## config.mk

```make
export PLATFORM = sky130hd
export DESIGN_NAME = mpc_vsub_rr_sched
export DESIGN_NICKNAME = d
export VERILOG_FILES = /design/src/rtl/mpc_vsub_pkg.sv /design/src/rtl/mpc_sat_sub.sv /design/src/rtl/mpc_vsub_rr_sched.sv
export SDC_FILE = /design/constraint.sdc
export NUM_CORES = 1
export LEC_CHECK = 0
export ABC_AREA = 0
export BUFFER_PORTS_ARGS = -buffer_cell sky130_fd_sc_hd__buf_2
export CAP_MARGIN = 20
export CORE_MARGIN = 2
export CORE_UTILIZATION = 51
export DETAILED_ROUTE_END_ITERATION = 8
export PLACE_DENSITY = 0.8
export SYNTH_ARGS = -nofsm -noshare
export SYNTH_HDL_FRONTEND = slang
export SYNTH_SLANG_ARGS = --single-unit
```

## constraint.sdc

```tcl
create_clock -name ap_clk -period 3.3 [get_ports ap_clk]
set_input_delay 0.165 -clock ap_clk [delete_from_list [all_inputs] [get_ports ap_clk]]
set_output_delay 0.165 -clock ap_clk [all_outputs]
set_load 0.1 [all_outputs]
```

## src/rtl/mpc_vsub_pkg.sv

```systemverilog
// Shared types and constants for the constraint-stage vector-subtract scheduler.
// Holds the sequencer state encoding, saturation bounds and requester count.
package mpc_vsub_pkg;

  typedef enum logic [1:0] {
    StIdle,
    StRun,
    StDrain,
    StDone
  } state_e;

  localparam logic [31:0] SAT_MAX = 32'h7FFF_FFFF;
  localparam logic [31:0] SAT_MIN = 32'h8000_0000;

  localparam int unsigned N_REQ = 2;

endpackage

```

## src/rtl/mpc_sat_sub.sv

```systemverilog
// Combinational signed subtract r = sat(a - b) with one guard bit; b is
// sign-extended to the operand width. Requires BW <= DW.
module mpc_sat_sub #(
  parameter int unsigned DW = 32,
  parameter int unsigned BW = 21
) (
  input  logic [DW-1:0] a,
  input  logic [BW-1:0] b,
  output logic [DW-1:0] r
);

  logic [DW:0] a_x;
  logic [DW:0] b_x;
  logic [DW:0] ret;

  assign a_x = {a[DW-1], a};
  assign b_x = {{(DW + 1 - BW){b[BW-1]}}, b};
  assign ret = a_x - b_x;

  // Guard bit disagreeing with the sign bit means the true difference left DW bits.
  always_comb begin
    r = ret[DW-1:0];
    if (ret[DW] != ret[DW-1]) begin
      r = ret[DW] ? {1'b1, {(DW - 1){1'b0}}} : {1'b0, {(DW - 1){1'b1}}};
    end
  end

endmodule

```

## src/rtl/mpc_vsub_rr_sched.sv

```systemverilog
// Round-robin sequencer for the shared saturating vector-subtract datapath:
// grants one row pass at a time, streams reads, writes results one cycle later.
module mpc_vsub_rr_sched
  import mpc_vsub_pkg::*;
#(
  parameter int unsigned N_ELEM = 8,
  parameter int unsigned AW     = 3,
  parameter int unsigned DW     = 32,
  parameter int unsigned BW     = 21
) (
  input  logic             ap_clk,
  input  logic             ap_rst,
  input  logic [N_REQ-1:0] req_start,
  output logic [N_REQ-1:0] req_done,
  output logic             busy,
  output logic [AW-1:0]    a_V_address0,
  output logic             a_V_ce0,
  input  logic [DW-1:0]    a_V_q0,
  output logic [AW:0]      b_V_address0,
  output logic             b_V_ce0,
  input  logic [BW-1:0]    b_V_q0,
  output logic [AW:0]      r_V_address0,
  output logic             r_V_ce0,
  output logic             r_V_we0,
  output logic [DW-1:0]    r_V_d0
);

  state_e            state_q, state_d;
  logic [N_REQ-1:0]  pend_q, pend_d;
  logic [N_REQ-1:0]  pend_eff;
  logic              last_q, last_d;
  logic              gid_q, gid_d;
  logic              win;
  logic [AW-1:0]     idx_q, idx_d;
  logic [AW-1:0]     wr_idx_q;
  logic              wr_vld_q;
  logic              busy_q;

  // Starts arriving this cycle take part in arbitration immediately, so a
  // start at cycle t reads element 0 at t+1.
  assign pend_eff = pend_q | req_start;
  assign win      = (pend_eff == 2'b11) ? ~last_q : pend_eff[1];

  always_comb begin
    state_d = state_q;
    pend_d  = pend_eff;
    last_d  = last_q;
    gid_d   = gid_q;
    idx_d   = idx_q;
    unique case (state_q)
      StIdle, StDone: begin
        if (|pend_eff) begin
          state_d     = StRun;
          gid_d       = win;
          last_d      = win;
          pend_d[win] = 1'b0;
          idx_d       = '0;
        end else begin
          state_d = StIdle;
        end
      end
      StRun: begin
        if (idx_q == AW'(N_ELEM - 1)) begin
          state_d = StDrain;
          idx_d   = '0;
        end else begin
          idx_d = idx_q + AW'(1);
        end
      end
      StDrain: begin
        state_d = StDone;
      end
      default: begin
        state_d = StIdle;
      end
    endcase
  end

  always_ff @(posedge ap_clk) begin
    if (ap_rst) begin
      state_q  <= StIdle;
      pend_q   <= '0;
      last_q   <= 1'b1;
      gid_q    <= 1'b0;
      idx_q    <= '0;
      wr_idx_q <= '0;
      wr_vld_q <= 1'b0;
      busy_q   <= 1'b0;
    end else begin
      state_q  <= state_d;
      pend_q   <= pend_d;
      last_q   <= last_d;
      gid_q    <= gid_d;
      idx_q    <= idx_d;
      wr_idx_q <= idx_q;
      wr_vld_q <= (state_q == StRun);
      busy_q   <= (state_d != StIdle);
    end
  end

  assign a_V_address0 = idx_q;
  assign a_V_ce0      = (state_q == StRun);
  assign b_V_address0 = {gid_q, idx_q};
  assign b_V_ce0      = (state_q == StRun);

  // gid_q only changes in IDLE/DONE, after the last write has drained.
  assign r_V_address0 = {gid_q, wr_idx_q};
  assign r_V_ce0      = wr_vld_q;
  assign r_V_we0      = wr_vld_q;

  assign req_done = (state_q == StDone) ? (N_REQ'(1) << gid_q) : '0;
  assign busy     = busy_q;

  mpc_sat_sub #(
    .DW(DW),
    .BW(BW)
  ) u_sat_sub (
    .a(a_V_q0),
    .b(b_V_q0),
    .r(r_V_d0)
  );

endmodule

```

Yosys cells after proc, flatten, opt, wreduce, memory -nomap -nowiden
Cells that the tools add are included.

Word-level logic and storage cells: 46. Register bits: 14. Output and inout bits: 50.

Order comparisons: 2. Shift operators: 1. Multiplexer cells: 14. $add $sub $neg: 2. Eq/ne operators: 7. Reduce and logical (&&, ||, !) cells: 8. Bitwise gates (word level): 4.

Operators with widths (count): $mux 32 (2); $sub 32x21->33 (1); $mux 2 (4); $eq 2x2->1 const B (3); $mux 3 (2); $pmux 2 s3 (1); $pmux 3 s2 (1); $reduce_and 2->1 (2); $reduce_bool 2->1 (2); $reduce_or 2->1 (2); $add 3x1->3 const B (1); $eq 3x3->1 const B (1); $mux 1 (3); $and 2x2->2 (1); $eq 2x1->1 const B (1); $logic_not 2->1 (1); $lt 1x2->1 const B (1); $ne 2x2->1 const B (1); $not 2->2 (1); $or 2x2->2 (1); $shl 1x1->2 const A (1); $demux 1 s1 (1); $ge 1x1->1 const B (1); $logic_and 1x1->1 (1); 2 further kinds (2).

Logic depth before layout (Yosys ltp)
Gate-level depths: netlist of run 1.

Word-level depth: 11. Gate-level depth with buffers: 14.

By module
A second synthesis of run 1 with hierarchy kept.

Cells, all modules: 364. Area, all modules: 2706.3 um2.

Modules (own cells, without submodules): mpc_sat_sub (cells each 290, seq. area each 0.0 um2, instances 1, area an instance 2009.4 um2); mpc_vsub_rr_sched (cells each 74, seq. area each 280.3 um2, instances 1, area an instance 696.9 um2).

Worst setup path after synthesis of run 1
No wires, ideal clock.

Path type: in2out. From: in b_V_q0[4]. To: out r_V_d0[2]. Path buffers: 0. Stages on the path: 10. Slack: -857 ps. Data arrival time: 3992 ps. Cells stage by stage: inv_1 -> ha_1 -> o211ai_1 -> a21oi_2 -> o21ai_2 -> o41ai_4 -> a31oi_2 -> o2111ai_2 -> o21ai_2 -> o21ai_0.

Longest elaborated chain between the ends: 3. Elaborated cells between the ends (all ways): 4. Classes of those cells: 1 x add/sub; 1 x eq/ne; 2 x mux.

Ends and longest elaborated chain: start, declared (RTL line mpc_vsub_rr_sched.sv:21) `input logic [BW-1:0] b_V_q0,`; $sub 32x21->33 (*) (RTL line mpc_sat_sub.sv:18) `assign ret = a_x - b_x;`; $mux 32 or $ne 1x1->1 (tied branches) (RTL line mpc_sat_sub.sv:24, mpc_sat_sub.sv:23); $mux 32 (*) (RTL line mpc_sat_sub.sv:23) `if (ret[DW] != ret[DW-1]) begin`; end, declared (RTL line mpc_vsub_rr_sched.sv:25) `output logic [DW-1:0] r_V_d0`.

Every way passes the cells marked *; elsewhere a longest branch is shown, timed or not.

Final worst setup path of run 1
From: in a_V_q0[0]. To: out r_V_d0[25].

Longest elaborated chain between the ends: 3. Elaborated cells between the ends (all ways): 4. Classes of those cells: 1 x add/sub; 1 x eq/ne; 2 x mux.

Ends and longest elaborated chain: start, declared (RTL line mpc_vsub_rr_sched.sv:18) `input logic [DW-1:0] a_V_q0,`; $sub 32x21->33 (*) (RTL line mpc_sat_sub.sv:18); $mux 32 or $ne 1x1->1 (tied branches) (RTL line mpc_sat_sub.sv:24, mpc_sat_sub.sv:23); $mux 32 (*) (RTL line mpc_sat_sub.sv:23).

Marked as above.

==> flow_metrics.env, run 1 <==
export IMPL_vias_per_cell=5.69
export IMPL_antenna_found_initial=0
export IMPL_outcome="finished clean"
export IMPL_overflow=0
export IMPL_final_common_cell="buf_2"
export IMPL_num_rows=27
export IMPL_gr_usage_met3_pct=1.36
export IMPL_setup_viol=0
export IMPL_synth_seq_cells=14
export IMPL_cap_violations=0
export IMPL_synth_top_area_share_pct=16.0
export IMPL_min_path_type="in2reg"
export IMPL_die_h_um=79.3
export IMPL_drtIter0Drc=141
export IMPL_p_sw_mw=1.47
export IMPL_grt_pass1_vias=2978
export IMPL_hold_ws_ns=0.224
export IMPL_grt_busiest_layer="met2"
export IMPL_clk_pin_slew_ns=0.05
export IMPL_track_usage_pct=24.8
export IMPL_dr_pass1_iters=5
export IMPL_post_route_min_period_ns=3.06
export IMPL_cts_max_path_buffers=2
export IMPL_start_util_pct=52.6
export IMPL_synthCells=401
export IMPL_critical_path_max_fanout=29
export IMPL_layout_common_cells="buf_2 (77), a21oi_1 (43), ha_1 (37)"
export IMPL_cp_arrival_ns=2.90
export IMPL_htree_levels=1
export IMPL_p_sw_share_pct=60.6
export IMPL_synth_distinct_cells=57
export IMPL_cp_required_ns=3.13
export IMPL_place_hpwl_mm=6.42
export IMPL_crit_path_start_kind="input port"
export IMPL_post_cts_resized=0
export IMPL_ir_worst_vdd_v=0.000330
export IMPL_rsz0062_at_grt="no"
export IMPL_drt_total_wl_mm=7.82
export IMPL_fp_dieW_um=79.3
export IMPL_synthArstFlopShare_pct=0
export IMPL_worstSetupPathType="in2out"
export IMPL_power_mw=2.43
export IMPL_drt_wirelength_per_cell_um=13.9
export IMPL_grt_max_degree=30
export IMPL_grt_util_met2_pct=46.6
export IMPL_cts_sinks=14
export IMPL_yosysTopAreaCell="ha_1"
export IMPL_place_ws_ns=0.279
export IMPL_p_per_area_nw_per_um2=618
export IMPL_hold_violations=0
export IMPL_gr_usage_met1_pct=30.9
export IMPL_vias=3197
export IMPL_core_area_um2=5510
export IMPL_worstSkewPairLatency_ns=0.25
export IMPL_synth_area_um2=2890
export IMPL_syn_area_per_cell_um2=7.22
export IMPL_skew_ns=0.00448
export IMPL_grt_first_pass_wirelength_mm=12.9
export IMPL_cts_buffers=3
export IMPL_port_buffers=106
export IMPL_sequentialPowerShare_pct=7.8
export IMPL_cts_root_buf="clkbuf_8"
export IMPL_max_freq_ghz=0.327
export IMPL_leakagePower_nw=1.91
export IMPL_tightestPinTransition_ns=0.580
export IMPL_num_antenna_cells=0
export IMPL_clkPwrFrac_pct=7.0
export IMPL_top_level_ports=107
export IMPL_final_instance_count_excl_fill=562
export IMPL_fill_cells=456
export IMPL_period_share_pct=92.8
export IMPL_drc=0
export IMPL_timing_final_ws_setup_ns=0.238
export IMPL_ctsHoldBuffers=0
export IMPL_combPwrFrac_pct=85.2
export IMPL_slew_headroom_pct=60.9
export IMPL_cp_end_kind="output pin"
export IMPL_die_area_um2=6290
export IMPL_place_inst=557
export IMPL_route_antenna_remaining_nets=0
export IMPL_synth_edf_count=0
export IMPL_drive_gt1_share_pct=31.4
export IMPL_tns_ns=0
export IMPL_cts_tree="done"
export IMPL_nNetsFinal=586
export IMPL_globalplace_congestion=0.942
export IMPL_seq_area_frac_synth_pct=9.68
export IMPL_synth_nets=496
export IMPL_drv_slew=0
export IMPL_area_delta_synth_final_pct=35.6
export IMPL_synth_area_top_cells="ha_1 (16%), dfxtp_1 (9.7%), a21oi_1 (7.4%), xnor2_1 (5.4%), o21ai_2 (4.8%)"
export IMPL_p_int_mw=0.956
export IMPL_synthFlopType="dfxtp_1"
export IMPL_yosysWarnings=0
-- kinds of logic after synthesis --
group                      Yosys count  share of synthesized area (%)
adders and majority gates           39                           17.1
AOI/OAI and AO/OA                  151                           35.5
and+or+nand+nor                    105                           17.6
muxes                                1                          0.346
buffers and inverters               62                           10.8
xor gates and xnor gates            29                           9.04
DFF                                 14                           9.68
-- state kept, by name (all words and copies together), names as in the netlist --
signal and flops:
state_q 2, wr_idx_q 3, pend_q 2, last_q 1, busy 1, r_V_ce0 1, gid_q 1, a_V_address0 3
-- timing repair --
item / in CTS / in global routing
hold endpoints to repair: 0 / 0
setup endpoints to repair: 0 / 2
setup buffers: 0 / 1
-- worst max-delay path: stages --
cell and delay, ns:
buf_2 0.10, inv_1 0.05, ha_1 0.16, inv_1 0.05, fa_1 0.40, a21oi_1 0.20
o221ai_1 0.21, nand3_1 0.16, a21oi_1 0.10, nor3_2 0.31, o221ai_1 0.25, o21ai_2 0.14
buf_12 0.23, o21ai_1 0.16, buf_12 0.20
-- path summary, 6_finish.rpt --
path | slack (ns) | startpoint | depth (start not counted) | end
hold / removal | 0.22 | ap_rst | 2 | wr_idx_q[0]$_SDFF_PP0_
hold reg to reg | 0.52 | a_V_address0[2]$_SDFFE_PP0P_ | 1 | wr_idx_q[2]$_SDFF_PP0_
setup / recovery | 0.24 | a_V_q0[0] | 15 | r_V_d0[25]
setup reg to reg | 1.51 | state_q[0]$_SDFF_PP0_ | 6 | a_V_address0[0]$_SDFFE_PP0P_
-- routing by layer --
layer | wire (µm) | vias up
li1 | - | 1602
met1 | 3390 | 1466
met2 | 3920 | 118
met3 | 417 | 11
met4 | 99 | 0
met5 | 0 | -
-- final cells by class --
class / count / area [µm²] / share of cell area, %
well taps: 72 / 90.1 / 2.30
inverters: 36 / 135 / 3.44
multi-input cells: 325 / 2340 / 59.5
flip-flops and latches: 14 / 280 / 7.14
clock buffers: 4 / 55.1 / 1.40
repair buffers: 111 / 1030 / 26.2
-- through the flow --
step           utilization [%]  instance area (µm²)
2_1_floorplan                -                 2930
3_3_place_gp              70.1                 3860
3_5_place_dp              70.1                 3860
4_1_cts                   71.1                 3920
5_1_grt                   71.3                 3930
6_report                  71.3                 3930
-- cells in the mapped netlist (all sizes together) (9+ instances only) --
cell / number
dfxtp: 14
xor2: 11
ha: 37
inv: 36
clkbuf: 9
a21o: 14
buf: 17
nor2: 24
nand2: 35
a21oi: 47
o21ai: 53
xnor2: 18
-- power groups by stage --
stage	Clock, mW	Combinational, mW	Sequential (mW)
after floorplan	0	1.41	0.226
after detailed placement	0	2.06	0.193
after CTS	0.170	2.06	0.189
after global placement	0	2.04	0.192
final	0.170	2.07	0.189
after global routing	0.177	2.15	0.190
Note: power is estimated with default switching activity, not from simulation.
==> run 2: changes to the inputs <==
==> constraint.sdc (replaced) <==
create_clock -name ap_clk -period 3.3 [get_ports ap_clk]
set_input_delay 0.495 -clock ap_clk [delete_from_list [all_inputs] [get_ports ap_clk]]
set_output_delay 0.495 -clock ap_clk [all_outputs]
set_load 0.1 [all_outputs]
==> flow_metrics.env, run 2 <==
export IMPL_outcome="did not finish"
export IMPL_failed_stage="clock tree synthesis"
export IMPL_error="[ERROR DPL-0038] Utilization greater than 100%, impossible to legalize"
export IMPL_post_cts_resized=88
export IMPL_top_level_ports=107
export IMPL_synth_edf_count=0
export IMPL_synth_area_um2=2890
export IMPL_ctsHoldBuffers=0
export IMPL_place_area_um2=4930
export IMPL_globalplace_congestion=0.887
export IMPL_place_inst=634
export IMPL_yosysMostFrequentCell="a21oi_1"
export IMPL_synthArstFlopShare_pct=0
export IMPL_synthSimpleGateAreaFrac_pct=17.6
export IMPL_place_hpwl_mm=9.22
export IMPL_synth_compound_area_share_pct=35.5
export IMPL_yosysTopAreaCell="ha_1"
export IMPL_htree_levels=1
export IMPL_die_h_um=79.3
export IMPL_start_util_pct=52.6
export IMPL_synthCells=401
export IMPL_synth_nets=496
export IMPL_cts_root_buf="clkbuf_8"
export IMPL_synth_seq_cells=14
export IMPL_synth_top_family_by_area="compound AO/OA/AOI/OAI gates"
export IMPL_synth_xor_area_share_pct=9.04
export IMPL_num_rows=27
export IMPL_synth_adder_area_share_pct=17.1
export IMPL_port_buffers=106
export IMPL_synth_mux_area_fraction_pct=0.346
export IMPL_synth_area_top_cells="ha_1 (16%), dfxtp_1 (9.7%), a21oi_1 (7.4%), xnor2_1 (5.4%), o21ai_2 (4.8%)"
export IMPL_synthFlopType="dfxtp_1"
export IMPL_synth_distinct_cells=57
export IMPL_cts_sinks=14
export IMPL_post_cts_setup_buffers=26
export IMPL_synth_commonest_cells="a21oi_1 (43), ha_1 (37), inv_1 (36)"
export IMPL_yosysWarnings=0
export IMPL_syn_area_per_cell_um2=7.22
export IMPL_cts_max_path_buffers=2
export IMPL_fp_dieW_um=79.3
export IMPL_seq_area_frac_synth_pct=9.68
export IMPL_cts_buffers=3
export IMPL_synth_top_area_share_pct=16.0
## run 2: cell counts after synthesis
No cell type changed its count.
## run 2: kinds of logic after synthesis
| kind of cell | count (synthesis) |
|---|---|
| AO/OA/AOI/OAI | 151 |
| buffers and inverters | 62 |
| XOR/XNOR | 29 |
| flip-flops | 14 |
| multiplexers | 1 |
| adder cells (fa/ha/maj) | 39 |
| AND/OR/NAND/NOR | 105 |
## run 2: per-stage QoR
step | util [%] | worst slack, ns | hold WS (ns)
detailed placement | 89.5 | -0.388 | 0.513
global placement | 89.5 | -0.237 | 0.501
floorplan | - | -0.210 | 0.477
==> run 3: changes to the inputs <==
CORE_UTILIZATION = 40   (was 51)
PLACE_DENSITY = not set   (was 0.8)
PLACE_DENSITY_LB_ADDON = 0.15   (was not set)
==> flow_metrics.env, run 3 (synthesized netlist as in run 1, its figures left out) <==
export IMPL_drt_wirelength_per_cell_um=16.5
export IMPL_cts_max_path_buffers=2
export IMPL_die_h_um=89.1
export IMPL_track_usage_pct=25.4
export IMPL_final_util_pct=81.6
export IMPL_worstReg2RegEnd="a_V_address0[0]$_SDFFE_PP0P_"
export IMPL_clkPwrFrac_pct=5.4
export IMPL_r2r_setup_slack_ns=1.48
export IMPL_p_per_area_nw_per_um2=527
export IMPL_hold_depth=1
export IMPL_postLayoutCellArea_um2=5820
export IMPL_setup_viol=31
export IMPL_tightestPinTransition_ns=0.600
export IMPL_slowest_delay_ns=0.30
export IMPL_rr_worst_depth=6
export IMPL_grt_max_degree=12
export IMPL_cp_top_family="compound AO/OA/AOI/OAI gates"
export IMPL_ctsHoldBuffers=0
export IMPL_num_antenna_cells=0
export IMPL_violations="setup timing"
export IMPL_port_buffers=106
export IMPL_skew_ns=0.00153
export IMPL_cp_arrival_ns=2.97
export IMPL_critPathMostFrequentCell="buf_6"
export IMPL_critPathBufInv=6
export IMPL_drc=0
export IMPL_p_sw_mw=1.71
export IMPL_regArea_um2=280
export IMPL_htree_levels=1
export IMPL_leakagePower_nw=2.61
export IMPL_max_freq_ghz=0.288
export IMPL_globalplace_congestion=0.955
export IMPL_drtIter0Drc=172
export IMPL_num_rows=31
export IMPL_final_common_cell="buf_4"
export IMPL_drv_slew=0
export IMPL_top_level_ports=107
export IMPL_cp_cell_sequence="buf_6, clkinvlp_4, buf_6, ha_4, nand2_2, o21a_1, o21ai_1, a21o_1, mux2i_2, o31ai_4, o21ai_4, buf_6, buf_16, o21ai_4, buf_12"
export IMPL_rsz0062_at_grt="yes"
export IMPL_critical_path_max_fanout=6
export IMPL_slew_headroom_pct=59.6
export IMPL_cp_end_kind="output pin"
export IMPL_vias=3849
export IMPL_place_inst=668
export IMPL_crit_path_start_kind="input port"
export IMPL_place_hpwl_mm=7.35
export IMPL_period_share_pct=105
export IMPL_p_sw_share_pct=55.7
export IMPL_die_area_um2=7930
export IMPL_r2r_start="state_q[0]$_SDFF_PP0_"
export IMPL_route_antenna_remaining_nets=0
export IMPL_worstSetupPathType="in2out"
export IMPL_crit_start="b_V_q0[20]"
export IMPL_hold_ws_ns=0.515
export IMPL_fp_dieW_um=89.1
export IMPL_antenna_found_initial=0
export IMPL_cpMaxStageDelayCell="ha_4"
export IMPL_drt_total_wl_mm=11.5
export IMPL_cts_buffers=3
export IMPL_p_int_mw=1.36
export IMPL_final_instance_count_excl_fill=700
export IMPL_nNetsFinal=697
export IMPL_hold_violations=0
export IMPL_start_util_pct=40.6
export IMPL_dr_pass1_iters=4
export IMPL_combPwrFrac_pct=88.5
export IMPL_drive_gt1_share_pct=56.7
export IMPL_min_to="wr_idx_q[2]$_SDFF_PP0_"
export IMPL_multi_input_area_um2=3110
export IMPL_overflow=0
export IMPL_grt_pass1_vias=3729
export IMPL_cts_sinks=14
export IMPL_ir_worst_vdd_v=0.000422
export IMPL_timing_final_ws_setup_ns=-0.166
export IMPL_cap_violations=0
export IMPL_min_path_type="reg2reg"
export IMPL_area_delta_synth_final_pct=101
export IMPL_outcome="complete, but fails checks"
export IMPL_layout_common_cells="buf_4 (99), buf_2 (67), buf_12 (37)"
export IMPL_cts_tree="done"
export IMPL_min_from="a_V_address0[2]$_SDFFE_PP0P_"
export IMPL_cp_required_ns=2.80
export IMPL_post_route_min_period_ns=3.47
export IMPL_grt_first_pass_wirelength_mm=16.4
export IMPL_vias_per_cell=5.50
export IMPL_worstSkewPairLatency_ns=0.24
export IMPL_cts_root_buf="clkbuf_8"
export IMPL_core_area_um2=7140
export IMPL_sequentialPowerShare_pct=6.2
export IMPL_clk_pin_slew_ns=0.06
export IMPL_fill_cells=440
export IMPL_place_area_um2=4990
export IMPL_power_mw=3.07
[run 3: power groups by stage]
stage / clock network, mW / logic (mW) / registers [mW]
5_1_grt: 0.178 / 2.81 / 0.191
2_1_floorplan: 0 / 1.59 / 0.226
3_5_place_dp: 0 / 2.44 / 0.192
6_report: 0.165 / 2.71 / 0.189
3_3_place_gp: 0 / 2.43 / 0.191
4_1_cts: 0.168 / 2.59 / 0.189
[run 3: area by class of cell]
| class | count | share of cell area [%] |
|---|---|---|
| multi-input cells | 325 | 53.4 |
| inverters | 36 | 2.43 |
| well taps | 99 | 2.13 |
| flip-flops and latches | 14 | 4.81 |
| repair buffers | 222 | 36.3 |
| clock buffers | 4 | 0.946 |
[run 3: worst reg2reg max path: stages, from the launching register on]
cell and delay, ns:
dfxtp_1 0.39, inv_1 0.07, ha_1 0.41, o21ai_0 0.54
nor4b_1 0.11, a21oi_1 0.15, nor2_1 0.05
[run 3: per-stage QoR]
step | setup WS, ns | TNS [ns]
floorplan | -0.210 | -2.08
global placement | -0.240 | -5.83
detailed placement | -0.234 | -6.34
CTS | -0.173 | -3.86
global route | -0.238 | -6.81
finish | -0.166 | -4.58
[run 3: worst max-delay path by stage]
stage,end,slack [ns],cells after the start
floorplan,r_V_d0[21],-0.21,9
global placement,r_V_d0[3],-0.24,12
detailed placement,r_V_d0[8],-0.23,12
CTS,r_V_d0[21],-0.17,14
global route,r_V_d0[20],-0.24,15
finish,r_V_d0[20],-0.17,15
[run 3: what timing repair did]
action,CTS,global route
buffers inserted,17,8
resized for setup,53,34
endpoints found under the setup margin,31,31
pin swaps,28,28
cloned,3,2
[run 3: routing by layer]
metal / routed length [µm] / vias up / GRT usage, %
met5: 0 / - / 0
met1: 4500 / 1825 / 29.1
met2: 5980 / 159 / 47.7
li1: - / 1824 / -
met4: 446 / 0 / 8.82
met3: 595 / 41 / 3.88
==> run 4: changes to the inputs <==
CELL_PAD_IN_SITES_DETAIL_PLACEMENT = 0   (was not set)
CELL_PAD_IN_SITES_GLOBAL_PLACEMENT = 1   (was not set)
CORE_UTILIZATION = 35   (was 40)
==> flow_metrics.env, run 4 (synthesized netlist as in run 1, its figures left out) <==
export IMPL_port_buffers=106
export IMPL_min_from="a_V_address0[2]$_SDFFE_PP0P_"
export IMPL_skew_ns=0.00135
export IMPL_r2r_setup_slack_ns=1.50
export IMPL_grt_first_pass_wirelength_mm=15.1
export IMPL_num_rows=33
export IMPL_timing_final_ws_setup_ns=-0.189
export IMPL_multi_input_area_um2=3020
export IMPL_vias_per_cell=5.04
export IMPL_htree_levels=1
export IMPL_worstSetupPathType="in2out"
export IMPL_vias=3547
export IMPL_tightestPinTransition_ns=0.596
export IMPL_rr_worst_depth=6
export IMPL_grt_pass1_vias=3423
export IMPL_max_freq_ghz=0.287
export IMPL_min_to="wr_idx_q[2]$_SDFF_PP0_"
export IMPL_violations="setup timing"
export IMPL_r2r_start="state_q[0]$_SDFF_PP0_"
export IMPL_cts_tree="done"
export IMPL_drt_wirelength_per_cell_um=13.8
export IMPL_route_antenna_remaining_nets=0
export IMPL_layout_common_cells="buf_4 (96), buf_2 (72), buf_12 (40)"
export IMPL_power_mw=2.99
export IMPL_grt_max_degree=15
export IMPL_cts_sinks=14
export IMPL_area_delta_synth_final_pct=97.6
export IMPL_globalplace_congestion=0.904
export IMPL_nNetsFinal=695
export IMPL_drtIter0Drc=88
export IMPL_drv_slew=0
export IMPL_cpMaxStageDelayCell="a311o_1"
export IMPL_overflow=0
export IMPL_leakagePower_nw=2.60
export IMPL_crit_path_start_kind="input port"
export IMPL_crit_start="b_V_q0[10]"
export IMPL_cp_end_kind="output pin"
export IMPL_antenna_found_initial=0
export IMPL_clk_pin_slew_ns=0.06
export IMPL_post_route_min_period_ns=3.49
export IMPL_hold_violations=0
export IMPL_rsz0062_at_grt="yes"
export IMPL_setup_viol=31
export IMPL_cp_cell_sequence="buf_2, inv_1, ha_4, buf_4, nand2_1, o211ai_1, a21oi_2, o41ai_4, buf_4, a31o_4, a311o_1, o21ai_4, buf_12, clkbuf_16, o21ai_4, buf_12"
export IMPL_worstReg2RegEnd="a_V_address0[0]$_SDFFE_PP0P_"
export IMPL_outcome="complete, but fails checks"
export IMPL_cts_root_buf="clkbuf_8"
export IMPL_top_level_ports=107
export IMPL_critical_path_max_fanout=7
export IMPL_slew_headroom_pct=59.8
export IMPL_drive_gt1_share_pct=53.8
export IMPL_final_util_pct=70.3
export IMPL_worstSkewPairLatency_ns=0.24
export IMPL_regArea_um2=280
export IMPL_die_h_um=94.9
export IMPL_drt_total_wl_mm=9.69
export IMPL_final_common_cell="buf_4"
export IMPL_drc=0
export IMPL_ctsHoldBuffers=0
export IMPL_min_path_type="reg2reg"
export IMPL_fill_cells=629
export IMPL_hold_depth=1
export IMPL_core_area_um2=8130
export IMPL_ir_worst_vdd_v=0.000367
export IMPL_fp_dieW_um=94.9
export IMPL_cts_buffers=3
export IMPL_num_antenna_cells=0
export IMPL_period_share_pct=106
export IMPL_cp_arrival_ns=2.99
export IMPL_cap_violations=0
export IMPL_start_util_pct=35.6
export IMPL_die_area_um2=9010
export IMPL_dr_pass1_iters=4
export IMPL_cp_required_ns=2.80
export IMPL_track_usage_pct=20.4
export IMPL_slowest_delay_ns=0.32
export IMPL_cts_max_path_buffers=2
export IMPL_p_per_area_nw_per_um2=523
export IMPL_place_hpwl_mm=7.39
[run 4: power by group]
group          total (mW)  internal, mW  switching (mW)
combinational        2.63          1.04            1.59
sequential          0.189         0.181         0.00845
clock               0.168         0.106          0.0620
total                2.99          1.33            1.66
[run 4: layout make-up]
class / count / share of cell area (%)
Tap cell: 105 / 2.30
Sequential cell: 14 / 4.90
Inverter: 36 / 2.47
Timing Repair Buffer: 220 / 36.6
Clock buffer: 4 / 0.963
Multi-Input combinational cell: 325 / 52.8
[run 4: layer usage]
metal | part of all wire (%) | global-route usage [%] | vias up
li1 | - | - | 1810
met1 | 41 | 24.8 | 1650
met2 | 54 | 38.2 | 77
met3 | 4.1 | 2.55 | 10
met4 | 0.94 | 3.99 | 0
met5 | 0 | 0 | -
[run 4: what timing repair did]
| action | CTS | global route |
|---|---|---|
| buffers inserted | 12 | 5 |
| cloned | 2 | 2 |
| setup endpoints to repair | 32 | 32 |
| pin swaps | 18 | 17 |
| resized for setup | 45 | 15 |
[run 4: how the worst max path moves through the flow]
stage,end,slack (ns)
2_1_floorplan,r_V_d0[21],-0.21
3_3_place_gp,r_V_d0[3],-0.26
3_5_place_dp,r_V_d0[3],-0.32
4_1_cts,r_V_d0[21],-0.12
5_1_grt,r_V_d0[25],-0.29
6_report,r_V_d0[28],-0.19
[run 4: metrics by stage]
stage	instances	setup WS, ns	instance area [µm²]	hold slack, ns	TNS, ns
after floorplan	401	-0.210	3320	0.477	-2.08
after global placement	680	-0.262	5070	0.488	-7.10
after detailed placement	680	-0.319	5070	0.512	-8.56
after CTS	698	-0.124	5560	0.522	-3.01
after global routing	704	-0.292	5720	0.551	-8.46
final	704	-0.189	5720	0.516	-5.17
[run 4: worst max-delay path: cells and delay by family]
family / cells / cell delay [ns]
AO/OA/AOI/OAI: 7 / 1.23
adder cells (fa/ha/maj): 1 / 0.21
buffers and inverters: 7 / 0.98
AND/OR/NAND/NOR: 1 / 0.07
